<file path="src/rtl/fp_normalizer.sv">
// fp_normalizer: sequential post-add normalizer, one mantissa bit shift per clock.
// Ports: clk/rst (async active-high); start + sum_in (25-bit raw sum, bit 24 = carry)
// + exp_in (biased exponent) begin an operation; mant_out/exp_out carry the normalized
// result; busy is high outside IDLE; done pulses for one cycle when results are valid;
// zero/overflow/underflow describe the result and hold until the next accepted start.
module fp_normalizer #(
    parameter int MANT_W = 24,
    parameter int EXP_W  = 8
) (
    input  logic              clk,
    input  logic              rst,
    input  logic              start,
    input  logic [MANT_W:0]   sum_in,
    input  logic [EXP_W-1:0]  exp_in,
    output logic [MANT_W-1:0] mant_out,
    output logic [EXP_W-1:0]  exp_out,
    output logic              busy,
    output logic              done,
    output logic              zero,
    output logic              overflow,
    output logic              underflow
);
    typedef enum logic [1:0] {IDLE, NORM, DONE} state_t;
    localparam logic [EXP_W-1:0] EXP_MAX = '1;
    state_t            state;
    logic [MANT_W:0]   work;
    logic [EXP_W-1:0]  expo;
    logic [EXP_W-1:0]  exp_inc;
    logic              finish;
    assign exp_inc = expo + 1'b1;
    // every NORM rule except the left shift ends the operation
    assign finish = (expo == EXP_MAX) || (work == '0) || work[MANT_W]
                  || work[MANT_W-1] || (expo <= 1);
    always_ff @(posedge clk or posedge rst) begin
        if (rst) begin
            state     <= IDLE;
            work      <= '0;
            expo      <= '0;
            mant_out  <= '0;
            exp_out   <= '0;
            busy      <= 1'b0;
            done      <= 1'b0;
            zero      <= 1'b0;
            overflow  <= 1'b0;
            underflow <= 1'b0;
        end else begin
            case (state)
                IDLE: begin
                    done <= 1'b0;
                    if (start) begin
                        work      <= sum_in;
                        expo      <= exp_in;
                        zero      <= 1'b0;
                        overflow  <= 1'b0;
                        underflow <= 1'b0;
                        busy      <= 1'b1;
                        state     <= NORM;
                    end
                end
                NORM: begin
                    if (expo == EXP_MAX) begin
                        mant_out <= '0;
                        exp_out  <= EXP_MAX;
                        overflow <= 1'b1;
                    end else if (work == '0) begin
                        mant_out <= '0;
                        exp_out  <= '0;
                        zero     <= 1'b1;
                    end else if (work[MANT_W]) begin
                        // carry: truncating right shift, saturate on exponent overflow
                        work     <= work >> 1;
                        expo     <= exp_inc;
                        mant_out <= (exp_inc == EXP_MAX) ? '0 : work[MANT_W:1];
                        exp_out  <= exp_inc;
                        overflow <= (exp_inc == EXP_MAX);
                    end else if (work[MANT_W-1]) begin
                        mant_out <= work[MANT_W-1:0];
                        exp_out  <= expo;
                    end else if (expo <= 1) begin
                        mant_out  <= work[MANT_W-1:0];
                        exp_out   <= '0;
                        underflow <= 1'b1;
                    end else begin
                        work <= work << 1;
                        expo <= expo - 1'b1;
                    end
                    if (finish) begin
                        done  <= 1'b1;
                        state <= DONE;
                    end
                end
                default: begin
                    done  <= 1'b0;
                    busy  <= 1'b0;
                    state <= IDLE;
                end
            endcase
        end
    end
endmodule

</file>
<file path="config.mk">
export PLATFORM = sky130hd
export DESIGN_NAME = fp_normalizer
export DESIGN_NICKNAME = d
export VERILOG_FILES = /design/src/rtl/fp_normalizer.sv
export SDC_FILE = /design/constraint.sdc
export NUM_CORES = 1
export LEC_CHECK = 0
export CAP_MARGIN = 25
export CORE_MARGIN = 4
export CORE_UTILIZATION = 35
export CTS_BUF_LIST = sky130_fd_sc_hd__clkbuf_4 sky130_fd_sc_hd__clkbuf_8
export DETAILED_ROUTE_END_ITERATION = 12
export GPL_ROUTABILITY_DRIVEN = 0
export HOLD_SLACK_MARGIN = 0.12
export PLACE_DENSITY = 0.64
export SLEW_MARGIN = 40
export SYNTH_ARGS = -nofsm -noshare
export SYNTH_HDL_FRONTEND = slang
export SYNTH_SLANG_ARGS = --single-unit
</file>
<file path="constraint.sdc">
create_clock -name clk -period 4 [get_ports clk]
set_input_delay 0.8 -clock clk [delete_from_list [all_inputs] [get_ports clk]]
set_output_delay 0.8 -clock clk [all_outputs]
set_load 0.1 [all_outputs]
</file>
==> flow_metrics.env, run 1 <==
export IMPL_slowest_stage="nor2b_2"
export IMPL_cts_sinks=72
export IMPL_worstPathRequired_ns=4.27
export IMPL_worstReg2RegStart="expo[0]$_DFFE_PP0P_"
export IMPL_grt_pass1_vias=3890
export IMPL_numCtsBuffers=9
export IMPL_end_kind="register"
export IMPL_finalSetupViolCount=0
export IMPL_path_class="register to register"
export IMPL_fin_nets=527
export IMPL_crit_path_start_kind="register"
export IMPL_worstHoldStart="mant_out[13]$_DFFE_PP0P_"
export IMPL_hold_end="mant_out[13]$_DFFE_PP0P_"
export IMPL_hold_viol_final=0
export IMPL_ys_top_cells_by_area="dfrtp_1 (42%), o21ai_0 (7.6%), mux2i_1 (3.7%)"
export IMPL_synth_edff_count=0
export IMPL_num_rows=40
export IMPL_cts_buffer_depth=2
export IMPL_syn_cell_area_mm2=0.00427
export IMPL_drv_cap=0
export IMPL_status="finished, final reports clean"
export IMPL_fillers=1181
export IMPL_path_cells="inv_1 > ha_1 > or2_1 > a31oi_2 > nor2b_2 > a221oi_1 > o21ai_0"
export IMPL_yosys_area_top_type="dfrtp_1"
export IMPL_dieArea_mm2=0.0140
export IMPL_die_w_um=118
export IMPL_cts_max_level=3
export IMPL_dp_hpwl_um=8270
export IMPL_rr_worst_depth=7
export IMPL_syn_nets=476
export IMPL_whs_path_depth=1
export IMPL_dieHeight_um=118
export IMPL_crit_family="simple AND/OR/NAND/NOR gates"
export IMPL_worst_pin_slew_ns=0.689
export IMPL_path_buf_inv=1
export IMPL_async_flop_share_pct=100
export IMPL_rr_endpoint="work[12]$_DFFE_PP0P_"
export IMPL_viasPerCell=5.93
export IMPL_ant_nets=0
export IMPL_cpPeakStageDelay_ns=0.61
export IMPL_wl_um=12200
export IMPL_yosys_cell_types_count=67
export IMPL_post_drt_wl_per_cell_um=19.1
export IMPL_ys_seq_area_share_pct=42.2
export IMPL_skew_ns=0.0116
export IMPL_io_pins=73
export IMPL_slew_violations=0
export IMPL_layout_drive_gt1_share_pct=19.3
export IMPL_seq_area_mm2=0.00180
export IMPL_numPortBuffers=72
export IMPL_crit_fanout=15
export IMPL_clk_latency_ns=0.36
export IMPL_synth_cells=436
export IMPL_fin_crit_ns=2.61
export IMPL_avgSynthCellArea_um2=9.80
export IMPL_antenna_found_initial=0
export IMPL_arrival_ns=2.88
export IMPL_start_util_pct=35.7
export IMPL_holdBufCountCts=0
export IMPL_relSlewSlack_pct=54.1
export IMPL_rsz0062_at_grt="no"
export IMPL_reg2reg_slack_ns=1.39
export IMPL_hold_path_class="register to register"
export IMPL_first_pass_iters=5
export IMPL_coreArea_mm2=0.0120
export IMPL_drtIter0Drc=389
export IMPL_overflow=0
export IMPL_cts_setup_buffers=0
export IMPL_post_cts_resize_count=0
export IMPL_cts_root_buf="clkbuf_8"
export IMPL_maxClockFrequency_mhz=384
export IMPL_vias=3791
export IMPL_ys_seq_elements=72
export IMPL_synth_ff_type="dfrtp_1"
export IMPL_synth_warning_count=0
export IMPL_syn_to_final_growth_pct=18.5
export IMPL_tritoncts="done"
export IMPL_setup_tns_ns=0
export IMPL_clk_pin_slew_worst_paths_ns=0.08
export IMPL_grt_pass1_wl_um=20400
export IMPL_yosysTopAreaCellShare_pct=42.2
export IMPL_drc=0
export IMPL_n_antenna_cell=0
export IMPL_grtUsageTotal_pct=17.9
export IMPL_multi_input_area_mm2=0.00223
export IMPL_grt_max_degree=44
export IMPL_finalCritPeriodShare_pct=65.1
[cell usage in the layout, fill, tap and decap left out, drive strengths merged, types with 7 or more instances in the layout]
master,count
o22a,7
buf,46
nor2b,7
clkbuf,11
dfrtp,72
a221oi,16
a221o,14
and3,24
nand2,15
nor3,9
nor4,7
inv,9
nor2,21
o2bb2ai,16
a21oi,19
o21ai,69
clkdlybuf4s50,35
nand3,9
mux2i,16
[stage by stage]
| step | worst slack, ns | area, um^2 | std cells | hold slack [ns] | util (%) |
|---|---|---|---|---|---|
| 6_report | 1.39 | 5060 | 639 | 0.486 | 42.3 |
| 5_1_grt | 1.18 | 5060 | 639 | 0.523 | 42.3 |
| 4_1_cts | 1.38 | 5060 | 639 | 0.491 | 42.3 |
| 3_5_place_dp | 1.37 | 4860 | 623 | 0.471 | 40.6 |
| 3_3_place_gp | 1.14 | 5030 | 623 | 0.478 | 42.1 |
| 2_1_floorplan | 1.38 | 4270 | 436 | 0.517 | - |
[cells by family after synthesis]
group / count (synthesis) / synth area share [%]
AOI/OAI and AO/OA: 183 / 31.7
xor gates and xnor gates: 3 / 0.615
adders and majority gates: 4 / 1.17
buffers and inverters: 51 / 5.89
DFF: 72 / 42.2
muxes: 16 / 3.75
and+or+nand+nor: 107 / 14.7
[Yosys cell counts (2+ instances only)]
cell type,n
dfrtp_1,72
o21ai_0,65
and3_1,24
nor2_1,20
a21oi_1,19
a221oi_1,16
mux2i_1,16
buf_2,15
clkbuf_1,15
a221o_1,14
nand2_1,13
o2bb2ai_2,10
inv_1,9
nor3_1,9
nand3_1,8
nor2b_1,7
o22a_1,7
nor4_1,6
o2bb2ai_1,6
a211oi_1,5
a2bb2oi_1,5
buf_1,4
ha_1,4
a21boi_0,3
a31oi_1,3
nand2b_1,3
o22ai_1,3
o31ai_1,3
o32a_1,3
or3_1,3
a22oi_1,2
buf_4,2
buf_6,2
clkbuf_2,2
nand2_2,2
o211ai_1,2
o21ai_1,2
or2_1,2
xnor2_1,2
[final cells by class]
cell class | instances | area share [%]
Multi-Input combinational cell | 313 | 44.1
Inverter | 10 | 0.766
Tap cell | 147 | 3.63
Clock buffer | 11 | 2.87
Clock inverter | 5 | 1.11
Timing Repair Buffer | 81 | 11.9
Sequential cell | 72 | 35.6
[worst max path at each step]
stage	slack, ns	depth (start not counted)	endpoint	from
after floorplan	1.38	1	busy$_DFFE_PP0P_	rst
final	1.39	7	work[12]$_DFFE_PP0P_	expo[0]$_DFFE_PP0P_
after global placement	1.14	6	expo[0]$_DFFE_PP0P_	start
after detailed placement	1.37	6	expo[0]$_DFFE_PP0P_	start
after global routing	1.18	7	mant_out[12]$_DFFE_PP0P_	expo[0]$_DFFE_PP0P_
after CTS	1.38	7	mant_out[15]$_DFFE_PP0P_	expo[0]$_DFFE_PP0P_
[layer usage]
layer	wire length [um]	track usage (%)	up-vias
met5	0	0	-
met4	276	7.75	0
met3	706	2.87	19
met2	5730	28.3	142
met1	5470	24.3	1844
li1	-	-	1786
[sequential cells by signal (all words and copies together) (netlist names), 2 cells and up]
register,flops
mant_out,24
exp_out,8
work,25
expo,8
state,2
Power of run 1 is left out: the tool's default activity adds up to more than one toggle a clock period on the data nets, which glitch-free logic cannot reach.
==> run 2: changes to the inputs <==
PLACE_DENSITY = 0.66   (was 0.64)
clock period = 2.25 ns   (was 4 ns; I/O delays follow)
==> run 2 against run 1 <==
  * Critical path depth down 1
  * Global-route usage is 0.14 points higher
  * Die area did not move
  * Register-to-register slack worse by 1.3 ns
  * Worst setup slack lost 1.3 ns
  * Cell count increased by 5.2%
  * First-iteration DRC count rose by 10%
  * Hold slack better by 0.010 ns
  * Design area up 8.8%
  * Non-clock buffer count up 33
  * Critical path type unchanged
  * Critical endpoint is now exp_out[5]$_DFFE_PP0P_
  * Largest cell class unchanged
  * Highest routed layer unchanged
==> flow_metrics.env, run 2 (synthesis gave the netlist of run 1 again) <==
export IMPL_path_cells="ha_1 > and3_1 > and3_1 > nor2_1 > o21ai_2 > o32a_1"
export IMPL_coreArea_mm2=0.0120
export IMPL_fin_crit_ns=2.15
export IMPL_cts_buffer_depth=2
export IMPL_final_common_cell="buf_4"
export IMPL_setup_tns_ns=0
export IMPL_antenna_found_initial=0
export IMPL_crit_family="simple AND/OR/NAND/NOR gates"
export IMPL_dieHeight_um=118
export IMPL_numPortBuffers=72
export IMPL_grt_max_degree=73
export IMPL_clk_latency_ns=0.35
export IMPL_start_util_pct=35.7
export IMPL_viasPerCell=5.98
export IMPL_final_util_pct=46.1
export IMPL_layout_drive_gt1_share_pct=25.1
export IMPL_clk_pin_slew_worst_paths_ns=0.08
export IMPL_crit_path_start_kind="register"
export IMPL_final_cell_mix="buf_4 (72), dfrtp_1 (70), o21ai_0 (62)"
export IMPL_first_pass_iters=5
export IMPL_arrival_ns=2.39
export IMPL_slowest_stage="dfrtp_2"
export IMPL_worstPathRequired_ns=2.49
export IMPL_hold_path_class="register to register"
export IMPL_end_kind="register"
export IMPL_maxClockFrequency_mhz=464
export IMPL_drv_cap=0
export IMPL_path_class="register to register"
export IMPL_syn_to_final_growth_pct=29.0
export IMPL_dieArea_mm2=0.0140
export IMPL_post_drt_wl_per_cell_um=18.9
export IMPL_io_pins=73
export IMPL_vias=4021
export IMPL_path_buf_inv=0
export IMPL_n_antenna_cell=0
export IMPL_largest_register_ffs=25
export IMPL_cpPeakStageDelay_ns=0.44
export IMPL_finalSetupViolCount=0
export IMPL_tritoncts="done"
export IMPL_worst_pin_slew_ns=0.447
export IMPL_wl_um=12700
export IMPL_hold_viol_final=0
export IMPL_holdBufCountCts=0
export IMPL_fillers=1118
export IMPL_cts_sinks=72
export IMPL_numCtsBuffers=9
export IMPL_cpMostUsedCell="and3_1"
export IMPL_num_rows=40
export IMPL_grt_pass1_wl_um=20700
export IMPL_skew_ns=0.00800
export IMPL_status="finished, final reports clean"
export IMPL_crit_fanout=6
export IMPL_ant_nets=0
export IMPL_die_w_um=118
export IMPL_relSlewSlack_pct=69.9
export IMPL_top_regs="work: 25 flops, mant_out: 24 flops"
export IMPL_cts_root_buf="clkbuf_8"
export IMPL_cts_max_level=3
export IMPL_dp_hpwl_um=8720
export IMPL_finalCritPeriodShare_pct=95.7
export IMPL_regMostFlops="work"
export IMPL_drc=0
export IMPL_fin_nets=560
export IMPL_grt_pass1_vias=3954
export IMPL_drtIter0Drc=428
export IMPL_grtUsageTotal_pct=18.0
export IMPL_overflow=0
export IMPL_slew_violations=0
run 2: cell count changes in the layout (fill, tap and decap cells not counted), sizes merged:
cell      delta
clkinv       -1
clkinvlp     +1
inv          +1
buf         +32
run 2: path summary, 6_finish.rpt:
| kind | endpoint | start | slack [ns] | cells past startpoint |
|---|---|---|---|---|
| max | exp_out[5]$_DFFE_PP0P_ | expo[0]$_DFFE_PP0P_ | 0.1 | 6 |
| min | mant_out[13]$_DFFE_PP0P_ | mant_out[13]$_DFFE_PP0P_ | 0.50 | 1 |
| min reg2reg | mant_out[13]$_DFFE_PP0P_ | mant_out[13]$_DFFE_PP0P_ | 0.50 | 1 |
| min in group asynchronous | mant_out[13]$_DFFE_PP0P_ | rst | 0.52 | 3 |
| max reg2reg | exp_out[5]$_DFFE_PP0P_ | expo[0]$_DFFE_PP0P_ | 0.1 | 6 |
| max in group asynchronous | work[24]$_DFFE_PP0P_ | rst | 1.35 | 3 |
run 2: repair_timing:
item,4_1_cts,5_1_grt
pin swaps,0,4
resized for setup,1,14
buffers inserted,0,5
gates cloned,0,1
setup endpoints to repair,22,48
run 2: layout make-up:
type	count	area, um^2	share of cell area (%)
multi-input combinational	313	2270	41.2
tap	147	184	3.34
timing repair buffer	114	1010	18.3
sequential	72	1800	32.7
inverter	10	41.3	0.749
clock buffer	10	131	2.38
clock inverter	6	68.8	1.25
run 2: stage by stage:
step | area [um^2] | hold slack, ns | instances | setup slack [ns]
finish | 5510 | 0.496 | 672 | 0.0967
global route | 5510 | 0.525 | 672 | -0.0299
CTS | 5390 | 0.498 | 666 | 0.0464
detailed placement | 5190 | 0.476 | 650 | -0.00478
global placement | 5190 | 0.476 | 650 | 0.0336
floorplan | 4280 | 0.517 | 436 | 0.0442
run 2: routing by layer:
metal,part of all wire (%),global-route usage [%]
met5,0,0
met2,48,28.1
met1,43,24.5
met4,2.5,6.52
met3,6.6,4.40
Power of run 2 is left out for the same reason.
